[src/rtl/eth_pkg.sv]
// Shared constants and state encoding for the Ethernet RX header parser.
package eth_pkg;

    localparam logic [15:0] ETH_TYPE_IPV4 = 16'h0800;
    localparam logic [15:0] ETH_TYPE_ARP  = 16'h0806;
    localparam logic [15:0] ETH_TYPE_VLAN = 16'h8100;
    localparam logic [47:0] MAC_BCAST     = 48'hFFFF_FFFF_FFFF;

    typedef enum logic [2:0] {
        ST_IDLE    = 3'd0,
        ST_DST     = 3'd1,
        ST_SRC     = 3'd2,
        ST_TYPE    = 3'd3,
        ST_VTAG    = 3'd4,
        ST_PAYLOAD = 3'd5,
        ST_DROP    = 3'd6
    } hdr_state_t;

endpackage

[src/rtl/eth_type_match.sv]
// Combinational EtherType table lookup; entry 0 is the most significant
// 16-bit slice of TYPE_LIST, so the list reads left-to-right as entry 0..N-1.
module eth_type_match #(
    parameter int                      NUM_TYPES = 2,
    parameter logic [NUM_TYPES*16-1:0] TYPE_LIST = {16'h0800, 16'h0806}
) (
    input  logic [15:0]          i_eth_type,
    output logic [NUM_TYPES-1:0] o_type_hit
);

    always_comb begin
        o_type_hit = '0;
        for (int i = 0; i < NUM_TYPES; i++) begin
            o_type_hit[i] = (i_eth_type == TYPE_LIST[(NUM_TYPES-1-i)*16 +: 16]);
        end
    end

endmodule

[src/rtl/eth_hdr_parser.sv]
// Ethernet RX header parser: captures DST/SRC/EtherType (plus one optional
// 802.1Q tag), filters by MAC and EtherType, and forwards accepted payload.
module eth_hdr_parser
    import eth_pkg::*;
#(
    parameter int                      NUM_TYPES = 2,
    parameter logic [NUM_TYPES*16-1:0] TYPE_LIST = {16'h0800, 16'h0806},
    parameter int                      VLAN_EN   = 1,
    parameter int                      MCAST_EN  = 0
) (
    input  logic                 aclk,
    input  logic                 aresetn,
    input  logic [7:0]           s_data,
    input  logic                 s_valid,
    input  logic                 s_last,
    input  logic                 sof,
    input  logic [47:0]          local_mac,
    input  logic                 promisc_en,
    output logic                 hdr_valid,
    output logic [47:0]          hdr_dst_mac,
    output logic [47:0]          hdr_src_mac,
    output logic [15:0]          hdr_eth_type,
    output logic                 hdr_vlan_present,
    output logic [15:0]          hdr_vlan_tci,
    output logic [NUM_TYPES-1:0] type_hit,
    output logic                 hdr_accept,
    output logic [7:0]           m_data,
    output logic                 m_valid,
    output logic                 m_last,
    output logic                 m_abort,
    output logic                 err_runt
);

    hdr_state_t r_state, w_state_nxt;
    logic [2:0]  r_cnt, w_cnt_nxt;

    logic [47:0] r_dst, r_src;
    logic [7:0]  r_type_hi;
    logic [15:0] r_tci;
    logic        r_vlan_seen;

    logic [47:0] r_hdr_dst, r_hdr_src;
    logic [15:0] r_hdr_type, r_hdr_tci;
    logic        r_hdr_vlan, r_hdr_accept, r_hdr_valid;
    logic [NUM_TYPES-1:0] r_type_hit;
    logic [7:0]  r_m_data;
    logic        r_m_valid, r_m_last, r_m_abort, r_err_runt;

    logic [15:0]          w_type_word;
    logic [NUM_TYPES-1:0] w_hit;
    logic                 w_mac_ok, w_accept, w_vtag_enter;
    logic                 w_hdr_done, w_runt, w_abort, w_fwd;

    assign w_type_word  = {r_type_hi, s_data};
    assign w_vtag_enter = (VLAN_EN != 0) && (w_type_word == ETH_TYPE_VLAN) && !r_vlan_seen;
    assign w_mac_ok     = (r_dst == local_mac) || (r_dst == MAC_BCAST) ||
                          ((MCAST_EN != 0) && r_dst[40]) || promisc_en;
    assign w_accept     = w_mac_ok && (|w_hit);
    assign w_fwd        = (r_state == ST_PAYLOAD) && !sof && s_valid;

    eth_type_match #(
        .NUM_TYPES (NUM_TYPES),
        .TYPE_LIST (TYPE_LIST)
    ) u_type_match (
        .i_eth_type (w_type_word),
        .o_type_hit (w_hit)
    );

    always_ff @(posedge aclk or negedge aresetn) begin
        if (!aresetn) begin
            r_state <= ST_IDLE;
            r_cnt   <= 3'd0;
        end else begin
            r_state <= w_state_nxt;
            r_cnt   <= w_cnt_nxt;
        end
    end

    // sof has priority in every state: it always restarts the header walk.
    always_comb begin
        w_state_nxt = r_state;
        w_cnt_nxt   = r_cnt;
        w_hdr_done  = 1'b0;
        w_runt      = 1'b0;
        w_abort     = 1'b0;
        if (sof) begin
            w_abort = (r_state == ST_PAYLOAD);
            if (s_valid && s_last) begin
                w_runt      = 1'b1;
                w_state_nxt = ST_IDLE;
                w_cnt_nxt   = 3'd0;
            end else begin
                w_state_nxt = ST_DST;
                w_cnt_nxt   = s_valid ? 3'd1 : 3'd0;
            end
        end else if (s_valid && s_last &&
                     (r_state inside {ST_DST, ST_SRC, ST_TYPE, ST_VTAG})) begin
            w_runt      = 1'b1;
            w_state_nxt = ST_IDLE;
            w_cnt_nxt   = 3'd0;
        end else if (s_valid) begin
            case (r_state)
                ST_DST: begin
                    if (r_cnt == 3'd5) begin
                        w_state_nxt = ST_SRC;
                        w_cnt_nxt   = 3'd0;
                    end else begin
                        w_cnt_nxt = r_cnt + 3'd1;
                    end
                end
                ST_SRC: begin
                    if (r_cnt == 3'd5) begin
                        w_state_nxt = ST_TYPE;
                        w_cnt_nxt   = 3'd0;
                    end else begin
                        w_cnt_nxt = r_cnt + 3'd1;
                    end
                end
                ST_TYPE: begin
                    if (r_cnt == 3'd0) begin
                        w_cnt_nxt = 3'd1;
                    end else if (w_vtag_enter) begin
                        w_state_nxt = ST_VTAG;
                        w_cnt_nxt   = 3'd0;
                    end else begin
                        w_hdr_done  = 1'b1;
                        w_state_nxt = w_accept ? ST_PAYLOAD : ST_DROP;
                        w_cnt_nxt   = 3'd0;
                    end
                end
                ST_VTAG: begin
                    if (r_cnt == 3'd0) begin
                        w_cnt_nxt = 3'd1;
                    end else begin
                        w_state_nxt = ST_TYPE;
                        w_cnt_nxt   = 3'd0;
                    end
                end
                ST_PAYLOAD, ST_DROP: begin
                    if (s_last) begin
                        w_state_nxt = ST_IDLE;
                        w_cnt_nxt   = 3'd0;
                    end
                end
                default: ;
            endcase
        end
    end

    // Working registers shift in the live frame; the r_hdr_* copies only
    // move at the decision so the published fields hold until the next one.
    always_ff @(posedge aclk or negedge aresetn) begin
        if (!aresetn) begin
            r_dst        <= '0;
            r_src        <= '0;
            r_type_hi    <= '0;
            r_tci        <= '0;
            r_vlan_seen  <= 1'b0;
            r_hdr_dst    <= '0;
            r_hdr_src    <= '0;
            r_hdr_type   <= '0;
            r_hdr_tci    <= '0;
            r_hdr_vlan   <= 1'b0;
            r_hdr_accept <= 1'b0;
            r_hdr_valid  <= 1'b0;
            r_type_hit   <= '0;
            r_m_data     <= '0;
            r_m_valid    <= 1'b0;
            r_m_last     <= 1'b0;
            r_m_abort    <= 1'b0;
            r_err_runt   <= 1'b0;
        end else begin
            r_hdr_valid <= w_hdr_done;
            r_err_runt  <= w_runt;
            r_m_abort   <= w_abort;
            r_m_valid   <= w_fwd;
            r_m_last    <= w_fwd && s_last;
            if (w_fwd) begin
                r_m_data <= s_data;
            end

            if (sof) begin
                r_vlan_seen <= 1'b0;
                r_tci       <= '0;
                if (s_valid) begin
                    r_dst <= {r_dst[39:0], s_data};
                end
            end else if (s_valid) begin
                case (r_state)
                    ST_DST:  r_dst <= {r_dst[39:0], s_data};
                    ST_SRC:  r_src <= {r_src[39:0], s_data};
                    ST_TYPE: begin
                        if (r_cnt == 3'd0) begin
                            r_type_hi <= s_data;
                        end else if (w_vtag_enter) begin
                            r_vlan_seen <= 1'b1;
                        end
                    end
                    ST_VTAG: r_tci <= {r_tci[7:0], s_data};
                    default: ;
                endcase
            end

            if (w_hdr_done) begin
                r_hdr_dst    <= r_dst;
                r_hdr_src    <= r_src;
                r_hdr_type   <= w_type_word;
                r_hdr_tci    <= r_tci;
                r_hdr_vlan   <= r_vlan_seen;
                r_type_hit   <= w_hit;
                r_hdr_accept <= w_accept;
            end
        end
    end

    assign hdr_valid        = r_hdr_valid;
    assign hdr_dst_mac      = r_hdr_dst;
    assign hdr_src_mac      = r_hdr_src;
    assign hdr_eth_type     = r_hdr_type;
    assign hdr_vlan_present = r_hdr_vlan;
    assign hdr_vlan_tci     = r_hdr_tci;
    assign type_hit         = r_type_hit;
    assign hdr_accept       = r_hdr_accept;
    assign m_data           = r_m_data;
    assign m_valid          = r_m_valid;
    assign m_last           = r_m_last;
    assign m_abort          = r_m_abort;
    assign err_runt         = r_err_runt;

endmodule

[config.mk]
export PLATFORM = sky130hd
export DESIGN_NAME = eth_hdr_parser
export DESIGN_NICKNAME = d
export VERILOG_FILES = /design/src/rtl/eth_pkg.sv /design/src/rtl/eth_type_match.sv /design/src/rtl/eth_hdr_parser.sv
export SDC_FILE = /design/constraint.sdc
export NUM_CORES = 1
export LEC_CHECK = 0
export ABC_AREA = 0
export BUFFER_PORTS_ARGS = -buffer_cell sky130_fd_sc_hd__buf_4
export CAP_MARGIN = 20
export CORE_AREA = 2 2 147 149
export DETAILED_ROUTE_END_ITERATION = 6
export DIE_AREA = 0 0 149 151
export PLACE_DENSITY_LB_ADDON = 0.15
export SLEW_MARGIN = 5
export SYNTH_ARGS = -nofsm -noshare
export SYNTH_HDL_FRONTEND = slang
export SYNTH_SLANG_ARGS = --single-unit
[constraint.sdc]
create_clock -name aclk -period 3.8 [get_ports aclk]
set_input_delay 0.76 -clock aclk [delete_from_list [all_inputs] [get_ports aclk]]
set_output_delay 0.76 -clock aclk [all_outputs]
set_load 0.01 [all_outputs]
# Word-level counts from Yosys, hierarchy flattened
# Cells that the tools add are included.
# Widths: inputs -> output; s select.
op_classes:
  addsub: 1
  eq_ne: 18
  muxes: 42
  bitwise_logic: 1
  n_reduce_logical: 32
ops:
  columns: ["op", "n"]
  rows:
  - ["$mux 48", 4]
  - ["$eq 48x48->1", 1]
  - ["$eq 48x48->1 const B", 1]
  - ["$mux 16", 3]
  - ["$mux 3", 12]
  - ["$eq 16x12->1 const B", 2]
  - ["$mux 1", 19]
  - ["$eq 16x16->1 const B", 1]
  - ["$pmux 3 s5", 1]
  - ["$eq 3x3->1 const B", 4]
  - ["$ne 4x4->1 const B", 3]
  - ["$reduce_bool 2->1", 5]
  - ["$pmux 3 s3", 1]
  - ["$ne 4x2->1 const B", 2]
  - ["$reduce_and 4->1", 2]
  - ["$reduce_or 2->1", 4]
  - ["$logic_and 1x1->1", 7]
  - ["$reduce_and 7->1", 1]
  - ["$reduce_bool 7->1", 1]
  - ["$eq 3x2->1 const B", 2]
  - ["$reduce_and 3->1", 2]
  - ["$reduce_bool 5->1", 1]
  - ["$mux 2", 2]
  - ["$reduce_and 2->1", 2]
  - ["other kinds (9)", 11]
totals:
  register_bits: 272
  in_bits: 62
  out_inout_bits: 145
  word_cells: 114

# Depth between registers and ports, before layout
# Gate-level depths: netlist of the first run.
depth:
  ltp_word: 11
  ltp_mapped: 8
  depth_no_buf: 6

# Hierarchy
# A second synthesis of the first run with hierarchy kept.
hier_totals:
  hier_cells: 728
  hier_area_um2: 11118.2
modules_own_cells:
  columns: ["module", "instances", "cells_each", "area_per_inst_um2", "seq_area_each_um2"]
  rows:
  - ["eth_hdr_parser", 1, 721, 11041.8, 6806.5]
  - ["eth_type_match", 1, 7, 76.3, 0.0]

# Least setup slack after synthesis of the first run
# OpenSTA, ideal clock, no wires.
synth_timing:
  path_type: "input to register"
  start: "input s_data[0]"
  end: "register r_hdr_dst[0], in the netlist hdr_dst_mac[0]"
  setup_time_ns: 0.125
  t_arrival_ns: 2.407
  t_required_ns: 3.675
  slack_ns: 1.268
  stages: 8
  path_buffers: 3
  cell_sequence: "nor4_2 > nand3_1 > or3_4 > o21a_1 > buf_6 > buf_8 > buf_6 > mux2_4"
synth_via:
  elab_chain_len: 8
synth_lines:
  columns: ["item", "line", "text"]
  rows:
  - ["start, declared", "eth_hdr_parser.sv:13", "input logic [7:0] s_data,"]
  - ["$eq 16x16->1", "eth_hdr_parser.sv:55", "assign w_vtag_enter = (VLAN_EN != 0) && (w_type_word == ETH_TYPE_VLAN) && !r_vlan_seen;"]
  - ["$logic_and 1x1->1", "eth_hdr_parser.sv:55", null]
  - ["$mux 1", "eth_hdr_parser.sv:122", "end else if (w_vtag_enter) begin"]
  - ["$mux 1", "eth_hdr_parser.sv:120", "if (r_cnt == 3'd0) begin"]
  - ["$mux 1", "eth_hdr_parser.sv:102", "case (r_state)"]
  - ["$mux 1", "eth_hdr_parser.sv:101", "end else if (s_valid) begin"]
  - ["$mux 1", "eth_hdr_parser.sv:96", "end else if (s_valid && s_last &&"]
  - ["$mux 1", "eth_hdr_parser.sv:86", "if (sof) begin"]
  - ["end signal, assigned", "eth_hdr_parser.sv:205", "r_hdr_dst <= r_dst;"]
  - ["end, declared", "eth_hdr_parser.sv:42", "logic [47:0] r_hdr_dst, r_hdr_src;"]
# No other way between the ends.
# A chain may end at the register's enable or synchronous reset.

# Final worst setup path of the first run
layout_timing:
  start: "register r_state[0]"
  end: "register r_hdr_src[7], in the netlist hdr_src_mac[7]"
layout_via:
  elab_chain_len: 5
  word_cells_on_any_way: 10
  cone_classes: "eq/ne: 4; mux: 4; reduce/logical: 2"
layout_lines:
  columns: ["item", "line", "text"]
  rows:
  - ["start, declared", "eth_hdr_parser.sv:34", "hdr_state_t r_state, w_state_nxt;"]
  - ["start signal, assigned", "eth_hdr_parser.sv:74", "r_state <= w_state_nxt;"]
  - ["$eq 3x2->1, or another cell as far along", "eth_hdr_parser.sv:97, eth_hdr_parser.sv:102", null]
  - ["$mux 1 or $reduce_bool 4->1 (tied branches)", "eth_hdr_parser.sv:102, eth_hdr_parser.sv:97", null]
  - ["$mux 1 or $logic_and 1x1->1 (tied branches)", "eth_hdr_parser.sv:101, eth_hdr_parser.sv:96", null]
  - ["$mux 1 (*)", "eth_hdr_parser.sv:96", null]
  - ["$mux 1 (*)", "eth_hdr_parser.sv:86", null]
  - ["end signal, assigned", "eth_hdr_parser.sv:206", "r_hdr_src <= r_src;"]
  - ["end, declared", "eth_hdr_parser.sv:42", null]
# Mark *: on every way between the ends. The rest lies on a longest branch, timed or not.

==> results of run 1 <==
[cells in the mapped netlist (all sizes together), types with 2 or more instances]
| master | number | area share (%) |
|---|---|---|
| a21o | 3 | 0.20 |
| a21oi | 3 | 0.13 |
| a22o | 17 | 1.3 |
| a31oi | 2 | 0.11 |
| and2 | 2 | 0.11 |
| buf | 21 | 1.5 |
| clkbuf | 11 | 0.36 |
| dfrtp | 272 | 60 |
| inv | 2 | 0.066 |
| mux2 | 244 | 27 |
| nand2 | 11 | 0.36 |
| nand3 | 2 | 0.088 |
| nand3b | 3 | 0.20 |
| nand4 | 25 | 1.4 |
| nor2 | 8 | 0.27 |
| nor2b | 2 | 0.11 |
| nor3 | 3 | 0.13 |
| nor3b | 4 | 0.27 |
| nor4 | 10 | 0.72 |
| o211ai | 3 | 0.20 |
| o21a | 2 | 0.13 |
| o21ai | 5 | 0.22 |
| o21bai | 2 | 0.13 |
| or2 | 2 | 0.11 |
| or3 | 2 | 0.15 |
| xnor2 | 49 | 3.8 |
[kinds of logic (layout without fill, tap and decap cells)]
| kind of cell | after synthesis | after routing |
|---|---|---|
| flip-flops | 272 | 272 |
| XOR/XNOR | 50 | 50 |
| multiplexers | 244 | 244 |
| buffers and inverters | 34 | 272 |
| AO/OA/AOI/OAI | 46 | 46 |
| AND/OR/NAND/NOR | 77 | 77 |
[through the flow]
stage,power [mW],setup WS (ns),util (%),instance area (sq um)
3_3_place_gp,6.39,0.799,63.3,13200
3_5_place_dp,6.46,0.709,63.3,13200
4_1_cts,9.14,0.704,67.6,14100
2_1_floorplan,5.42,1.27,-,11300
5_1_grt,9.50,0.481,67.6,14100
6_report,9.07,0.685,67.6,14100
[power breakdown]
part	internal, mW	switching (mW)	total [mW]
Sequential	3.57	0.780	4.34
Combinational	1.26	0.802	2.07
Clock	1.57	1.09	2.66
[sequential cells by signal, indices dropped and copies added, names as in the netlist]
| register | count |
|---|---|
| r_tci | 16 |
| err_runt | 1 |
| hdr_vlan_tci | 16 |
| hdr_eth_type | 16 |
| r_dst | 48 |
| hdr_valid | 1 |
| type_hit | 2 |
| m_abort | 1 |
| r_src | 48 |
| hdr_vlan_present | 1 |
| hdr_src_mac | 48 |
| m_data | 8 |
| r_cnt | 3 |
| hdr_dst_mac | 48 |
| m_last | 1 |
| m_valid | 1 |
| r_state | 3 |
| r_type_hi | 8 |
| r_vlan_seen | 1 |
| hdr_accept | 1 |
[per-layer routing]
metal	wire length [um]	global-route usage, %	up-vias
li1	-	-	3060
met1	11300	32.8	3557
met2	12400	37.9	205
met3	1680	4.52	26
met4	408	5.24	0
met5	0	0	-
[worst max path at each step]
stage / to / startpoint / cells past startpoint
2_1_floorplan: hdr_dst_mac[0] / s_data[0] / 8
3_3_place_gp: hdr_src_mac[7] / sof / 6
3_5_place_dp: hdr_src_mac[7] / r_state[0] / 6
4_1_cts: hdr_src_mac[7] / r_state[0] / 6
5_1_grt: hdr_src_mac[7] / r_state[0] / 6
6_report: hdr_src_mac[7] / r_state[0] / 6
[worst max-delay path: cells and delay by family (launching register included)]
kind,cells,cell delay [ns]
AOI/OAI and AO/OA,1,0.62
buffers and inverters,1,0.43
DFF,1,0.58
muxes,1,0.37
and+or+nand+nor,3,0.96
[cell usage in the layout, fill, tap and decap left out, drive strengths merged, types with 2 or more instances in the layout]
master / n
nand3: 2
nor4: 10
dfrtp: 272
a31oi: 2
or3: 2
nor2: 8
or2: 2
a22o: 17
nand2: 11
nand3b: 3
mux2: 244
a21oi: 3
o21bai: 2
clkbuf: 46
nor3b: 4
o21ai: 5
inv: 3
o21a: 2
o211ai: 3
nor2b: 2
nand4: 25
xnor2: 49
nor3: 3
buf: 220
a21o: 3
and2: 2
[area by class of cell]
class	count	area [sq um]	share of cell area (%)
well taps	275	344	2.44
inverters	2	7.51	0.0533
clock inverters	4	62.6	0.444
flip-flops and latches	272	6810	48.3
clock buffers	46	838	5.95
repair buffers	220	1700	12.1
multi-input cells	417	4320	30.7
==> metrics, run 1 <==
status=completed; final-report hold violation count=0; cts hold-fix bufs=0; Clock transition at path regs=0.06 ns; GRT overflow=0; Layout area overhead=24.3%; RSZ-0062 raised after global routing=false; Placed Cells=1186; R2R depth=6; IR drop worst, VDD=0.000361 V; Tcrit/Tclk final=82.0%; area of the core=20800 sq um; setup bufs post-CTS=0; mux contribution to synthesized area=26.9%; slew margin rel.=36.8%; Startpoint Class=register; Final setup viols=0; Static Leakage=6.84 nW; R2R Setup Slk=0.69 ns; post-synthesis compound-gate area fraction=3.13%; number of synthesized flops with an enable pin=0; Rows=53; Die W=149 um; FF-to-FF End=hdr_src_mac[7]; Avg Cell Area, Syn=15.7 sq um; Post-Synth Simple-Gate Area=4.09%; sequential area share after synthesis=60.1%; Post-Layout Cell Count=1236; post-CTS sizing=0; clk_skew=0.0186 ns; Crit Path Class=register to register; max incr delay on CP=0.62 ns; drt total wl=25800 um; post-route ant nets=0; first-pass GRT wire length=40600 um; vias per cell=5.54; clk buf depth=3; GRT Total Usage=23.3%; Fin Setup TNS=0 ns; largest net degree at the start of global routing=110; Hold Slack=0.307 ns; die area=22500 sq um; critical path endpoint category=register; hpwl dp=18100 um; via count of the first global-routing pass=7070; Least-Margin Pin Slew=0.945 ns; Req. time, crit path=4.23 ns; Vias=6848; Die Y-Extent=151 um; PwrDens=644 nW/um^2; clock latency on the worst-skew pair=0.54 ns; Crit-path slowest cell=o21a_4; yosys warns=0; min-delay worst type=primary input to async pin; critical path, cell by cell=nand2_1 -> or2_2 -> nor4_2 -> o21a_4 -> buf_4 -> mux2_2; routed len/inst=20.9 um; initial core utilization=54.4%; DRC viols=0; first drt pass iteration count=6; clock root cell=clkbuf_16; XOR/XNOR Fraction of Synth Area=3.87%; clk sinks=272; DR iter-0 viols=294; WP data arrival=3.54 ns; worst-path maximum fanout=37; GPL Wtd Cong=0.912; Num CTS Buffers=28; Syn Std Cell Area=11300 sq um; Filler cells=1508; # IOs=207; # port buffers=206; minimum clock period=3.11 ns; initial antenna violation count=0; fraction of layout instances using a drive strength above 1=53.4%; Nets=1003; largest family of logic cells by synthesized area=multiplexers; Post-Synthesis Cells=723; adder-cell share of the synthesized area=0%; Slew Limit Fails=0; Primary FF master, synth=dfrtp_1; R2R Path Start=r_state[0]; Yosys cell types=45; fmax=321 MHz; htree depth=1; syn nets=785; max cap viols=0; FF+latch count, synth=272; Async SR Flop Fraction=100%; ant diodes=0; TritonCTS clock tree=yes
No activity file was read; power rests on OpenSTA's default activity.
==> run 2, diff against run 1 <==
- clock period: 3.8 -> 3.1 ns (I/O delays scaled with it)
==> metrics, run 2 (same netlist as run 1, synthesis figures left out) <==
DR iter-0 viols=349; Req. time, crit path=3.51 ns; largest net degree at the start of global routing=75; critical path endpoint category=register; cts hold-fix bufs=0; WP buf/inv=1; # IOs=207; Top Family by Delay on Critical Path=simple AND/OR/NAND/NOR gates; leading cell type in the layout, fill and taps excluded=dfrtp_1; Fin Setup TNS=0 ns; GRT overflow=0; switch share=29.4%; Sequential Power Share=47.4%; vias per cell=5.50; commonest non-fill, non-tap cells in the layout=272 x dfrtp_1, 213 x buf_4, 165 x mux2_2; post-route ant nets=0; Filler cells=1468; Final setup viols=0; GPL Wtd Cong=0.847; die area=22500 sq um; # port buffers=206; ant diodes=0; Placed Cells=1189; IR drop worst, VDD=0.000454 V; Die W=149 um; minimum clock period=2.77 ns; max cap viols=0; Sw Pwr=3.32 mW; Pint=7.96 mW; via count of the first global-routing pass=7253; status=completed; TritonCTS clock tree=yes; clk_skew=0.0167 ns; Clk pwr share=30.0%; Nets=1006; WP data arrival=3.18 ns; GRT Total Usage=23.7%; fmax=361 MHz; Hold Slack=0.0564 ns; setup bufs post-CTS=0; min-delay worst type=primary input to async pin; worst-path maximum fanout=17; area of the core=20800 sq um; Layout area overhead=25.6%; Crit-path slowest cell=dfrtp_1; clk sinks=272; hpwl dp=18500 um; post-layout util=68.3%; htree depth=1; initial antenna violation count=0; slew margin rel.=45.9%; first-pass GRT wire length=41500 um; drt total wl=26400 um; Post-Layout Cell Count=1241; first drt pass iteration count=4; post-CTS sizing=0; part of the power in combinational logic=22.6%; critical path, cell by cell=nand2_1 -> or2_2 -> nor4_2 -> o21a_4 -> buf_4 -> mux2_4; Crit Path Class=register to register; fraction of layout instances using a drive strength above 1=54.0%; clock root cell=clkbuf_16; Die Y-Extent=151 um; initial core utilization=54.4%; Slew Limit Fails=0; max incr delay on CP=0.61 ns; Startpoint Class=register; Static Leakage=6.91 nW; clock latency on the worst-skew pair=0.54 ns; Vias=6827; clk buf depth=3; Least-Margin Pin Slew=0.809 ns; routed len/inst=21.3 um; Clock transition at path regs=0.06 ns; RSZ-0062 raised after global routing=false; PwrDens=793 nW/um^2; DRC viols=0; Num CTS Buffers=28; Tcrit/Tclk final=89.3%; final-report hold violation count=0; Rows=53
==> run 2: cell types whose count changed in the layout (fill, tap and decap cells not counted), sizes merged <==
| cell | previous run | this run |
|---|---|---|
| inv | 3 | 2 |
| clkinv | 1 | 9 |
| bufinv | 1 | 3 |
| buf | 220 | 223 |
| clkinvlp | 1 | 0 |
| clkbuf | 46 | 40 |
==> run 2: final timing paths <==
path                                 start               to  slack, ns  cells after the start
worst max-delay path            r_state[0]  hdr_dst_mac[29]       0.33                      6
worst min register to register   r_tci[10]        r_tci[10]       0.50                      1
max in group asynchronous          aresetn  hdr_vlan_tci[2]       2.24                      2
worst max register to register  r_state[0]  hdr_dst_mac[29]       0.33                      6
worst min-delay path               aresetn  hdr_dst_mac[23]       0.06                      1
min in group aclk                      sof      r_vlan_seen       0.34                      2
==> run 2: worst reg2reg max path, cell delays in order (launching register included) <==
cell	delay (ns)
dfrtp_1	0.61
nand2_1	0.18
or2_2	0.35
nor4_2	0.39
o21a_4	0.46
buf_4	0.34
mux2_4	0.32
==> run 2: cell type report <==
cell class	count	area (sq um)	area share, %
sequential	272	6810	47.9
multi-input combinational	417	4320	30.4
timing repair buffer	223	1790	12.6
clock buffer	40	796	5.60
tap	275	344	2.42
clock inverter	12	146	1.03
inverter	2	7.51	0.0528
==> run 2: power by group through the flow <==
stage	Combinational [mW]	Sequential [mW]	Clock [mW]
2_1_floorplan	1.49	5.15	0
3_3_place_gp	2.48	5.36	0
3_5_place_dp	2.56	5.39	0
4_1_cts	2.57	5.34	3.46
5_1_grt	2.73	5.46	3.63
6_report	2.54	5.35	3.39
==> run 2: routing by layer <==
metal  track usage (%)  share of wire (%)  routed length [um]  up-vias
met4              6.24                2.2                 571        0
li1                  -                  -                   -     3071
met5                 0                  0                   0        -
met1              31.8                 42               11100     3523
met3              4.52                6.4                1690       43
met2              40.2                 49               13000      190
==> run 2: stage by stage <==
| stage | worst slack, ns | instance area (sq um) | power, mW |
|---|---|---|---|
| after floorplan | 0.708 | 11300 | 6.64 |
| after global placement | 0.419 | 13300 | 7.84 |
| after detailed placement | 0.343 | 13300 | 7.95 |
| after CTS | 0.328 | 14200 | 11.4 |
| after global routing | 0.218 | 14200 | 11.8 |
| final | 0.331 | 14200 | 11.3 |
==> run 3, diff against run 2 <==
- CORE_AREA: 2 2 147 149 -> 2 2 146 148
- DIE_AREA: 0 0 149 151 -> 0 0 148 150
- PLACE_DENSITY_LB_ADDON: 0.15 -> 0.1
- SYNTH_HIERARCHICAL: not set -> 1
==> metrics, run 3 <==
min-delay worst type=primary input to async pin; Crit Path Class=register to register; # IOs=207; DR iter-0 viols=354; Num CTS Buffers=28; Rows=53; IR drop worst, VDD=0.000532 V; Die Y-Extent=150 um; clk buf depth=3; yosys warns=6; clk sinks=272; commonest non-fill, non-tap cells in the layout=272 x dfrtp_1, 236 x mux2_2, 211 x buf_4; Die W=148 um; setup bufs post-CTS=0; Async SR Flop Fraction=100%; ant diodes=0; Req. time, crit path=3.51 ns; area of the core=20700 sq um; GRT Total Usage=23.5%; slew margin rel.=48.6%; cts hold-fix bufs=0; post-synth top area cell=dfrtp_1; top post-synthesis cells by count=272 x dfrtp_1, 236 x mux2_2, 31 x xnor2_1, 21 x nand4_1, 18 x xor2_1; critical path endpoint category=register; Primary FF master, synth=dfrtp_1; R2R Path Start=r_type_hi[5]; fraction of layout instances using a drive strength above 1=54.2%; first drt pass iteration count=7; Final setup viols=0; Static Leakage=7.00 nW; die area=22200 sq um; via count of the first global-routing pass=7282; Slew Limit Fails=0; initial core utilization=53.7%; vias per cell=5.59; max cap viols=0; CP startpoint=r_type_hi[5]; FF+latch count, synth=272; hpwl dp=17800 um; Post-Synthesis Cells=728; Clock transition at path regs=0.06 ns; PwrDens=841 nW/um^2; Syn Std Cell Area=11100 sq um; post-CTS sizing=0; GPL Wtd Cong=0.904; Placed Cells=1193; status=completed; clock latency on the worst-skew pair=0.53 ns; RSZ-0062 raised after global routing=false; top-count cell post-synth=dfrtp_1; clock root cell=clkbuf_16; # port buffers=206; GRT overflow=0; Startpoint Class=register; TritonCTS clock tree=yes; top cell type's share of synthesized area=61.2%; Tcrit/Tclk final=77.9%; worst-path maximum fanout=4; post-route ant nets=0; drt total wl=25700 um; Layout area overhead=26.4%; sequential area share after synthesis=61.2%; fmax=414 MHz; WP data arrival=2.83 ns; Least-Margin Pin Slew=0.768 ns; Hold Slack=0.0961 ns; final-report hold violation count=0; minimum clock period=2.41 ns; ranking of synthesized cells by area=dfrtp_1 61%, mux2_2 24%, xnor2_1 2.4%; Avg Cell Area, Syn=15.3 sq um; Yosys cell types=53; routed len/inst=20.7 um; leading cell type in the layout, fill and taps excluded=dfrtp_1; Vias=6961; DRC viols=0; number of synthesized flops with an enable pin=0; htree depth=1; first-pass GRT wire length=41000 um; largest net degree at the start of global routing=89; Filler cells=1485; Nets=1010; Tot Pwr=11.8 mW; Post-Layout Cell Count=1245; Fin Setup TNS=0 ns; clk_skew=0.0108 ns; syn nets=790; initial antenna violation count=0
-- run 3: changes by cell type after synthesis, moves of 5 or more --
cell | before | now
clkbuf_1 | 11 | 6
mux2_1 | 0 | 8
mux2_2 | 165 | 236
mux2_4 | 79 | 0
nand2_1 | 11 | 5
nor4_1 | 7 | 12
o21ai_0 | 5 | 10
xnor2_1 | 49 | 31
xor2_1 | 1 | 18
-- run 3: layout make-up --
type	instances	area, sq um	area share (%)
tap	275	344	2.45
inverter	4	15.0	0.107
sequential	272	6810	48.4
clock buffer	36	792	5.63
timing repair buffer	220	1760	12.5
multi-input combinational	422	4110	29.2
clock inverter	16	230	1.64
-- run 3: logic make-up (layout without fill, tap and decap cells) --
family / after synthesis / after routing / synth area share (%)
muxes: 244 / 244 / 24.7
DFF: 272 / 272 / 61.2
xor gates and xnor gates: 49 / 49 / 3.86
buffers and inverters: 34 / 276 / 2.08
AOI/OAI and AO/OA: 46 / 46 / 3.22
and+or+nand+nor: 83 / 83 / 4.91
-- run 3: power by group --
| part | total (mW) | internal, mW | switching, mW |
|---|---|---|---|
| Clock | 3.64 | 2.29 | 1.34 |
| Combinational | 2.62 | 1.58 | 1.04 |
| Sequential | 5.56 | 4.46 | 1.10 |
| Total | 11.8 | 8.34 | 3.48 |
-- run 3: through the flow --
| step | instance area, sq um | util, % | setup WS, ns |
|---|---|---|---|
| detailed placement | 13000 | 63.0 | 0.402 |
| CTS | 14100 | 67.9 | 0.709 |
| global placement | 13000 | 63.0 | 0.419 |
| global route | 14100 | 67.9 | 0.549 |
| finish | 14100 | 67.9 | 0.686 |
| floorplan | 11100 | - | 0.916 |
-- run 3: worst paths after layout --
kind,end,cells past startpoint,slack [ns]
worst max-delay path,r_state[1],6,0.69
worst min-delay path,hdr_dst_mac[45],1,0.1
worst max register to register,r_state[1],6,0.69
worst min register to register,hdr_accept,2,0.49
max in group asynchronous,r_src[21],2,2.17
min in group aclk,r_vlan_seen,2,0.38
-- run 3: layer usage --
metal	global-route usage (%)	part of all wire [%]	vias up
met2	38.2	49	234
met5	0	0	-
li1	-	-	3094
met3	5.09	6.6	40
met1	32.7	43	3593
met4	5.71	1.9	0
-- run 3: critical path, stage by stage (launching register included) --
cell and delay (ns):
dfrtp_1 0.42, or4_4 0.56, nor4_2 0.39, nor2_1 0.13, nor4_1 0.35, a31oi_1 0.27, o2bb2ai_1 0.19
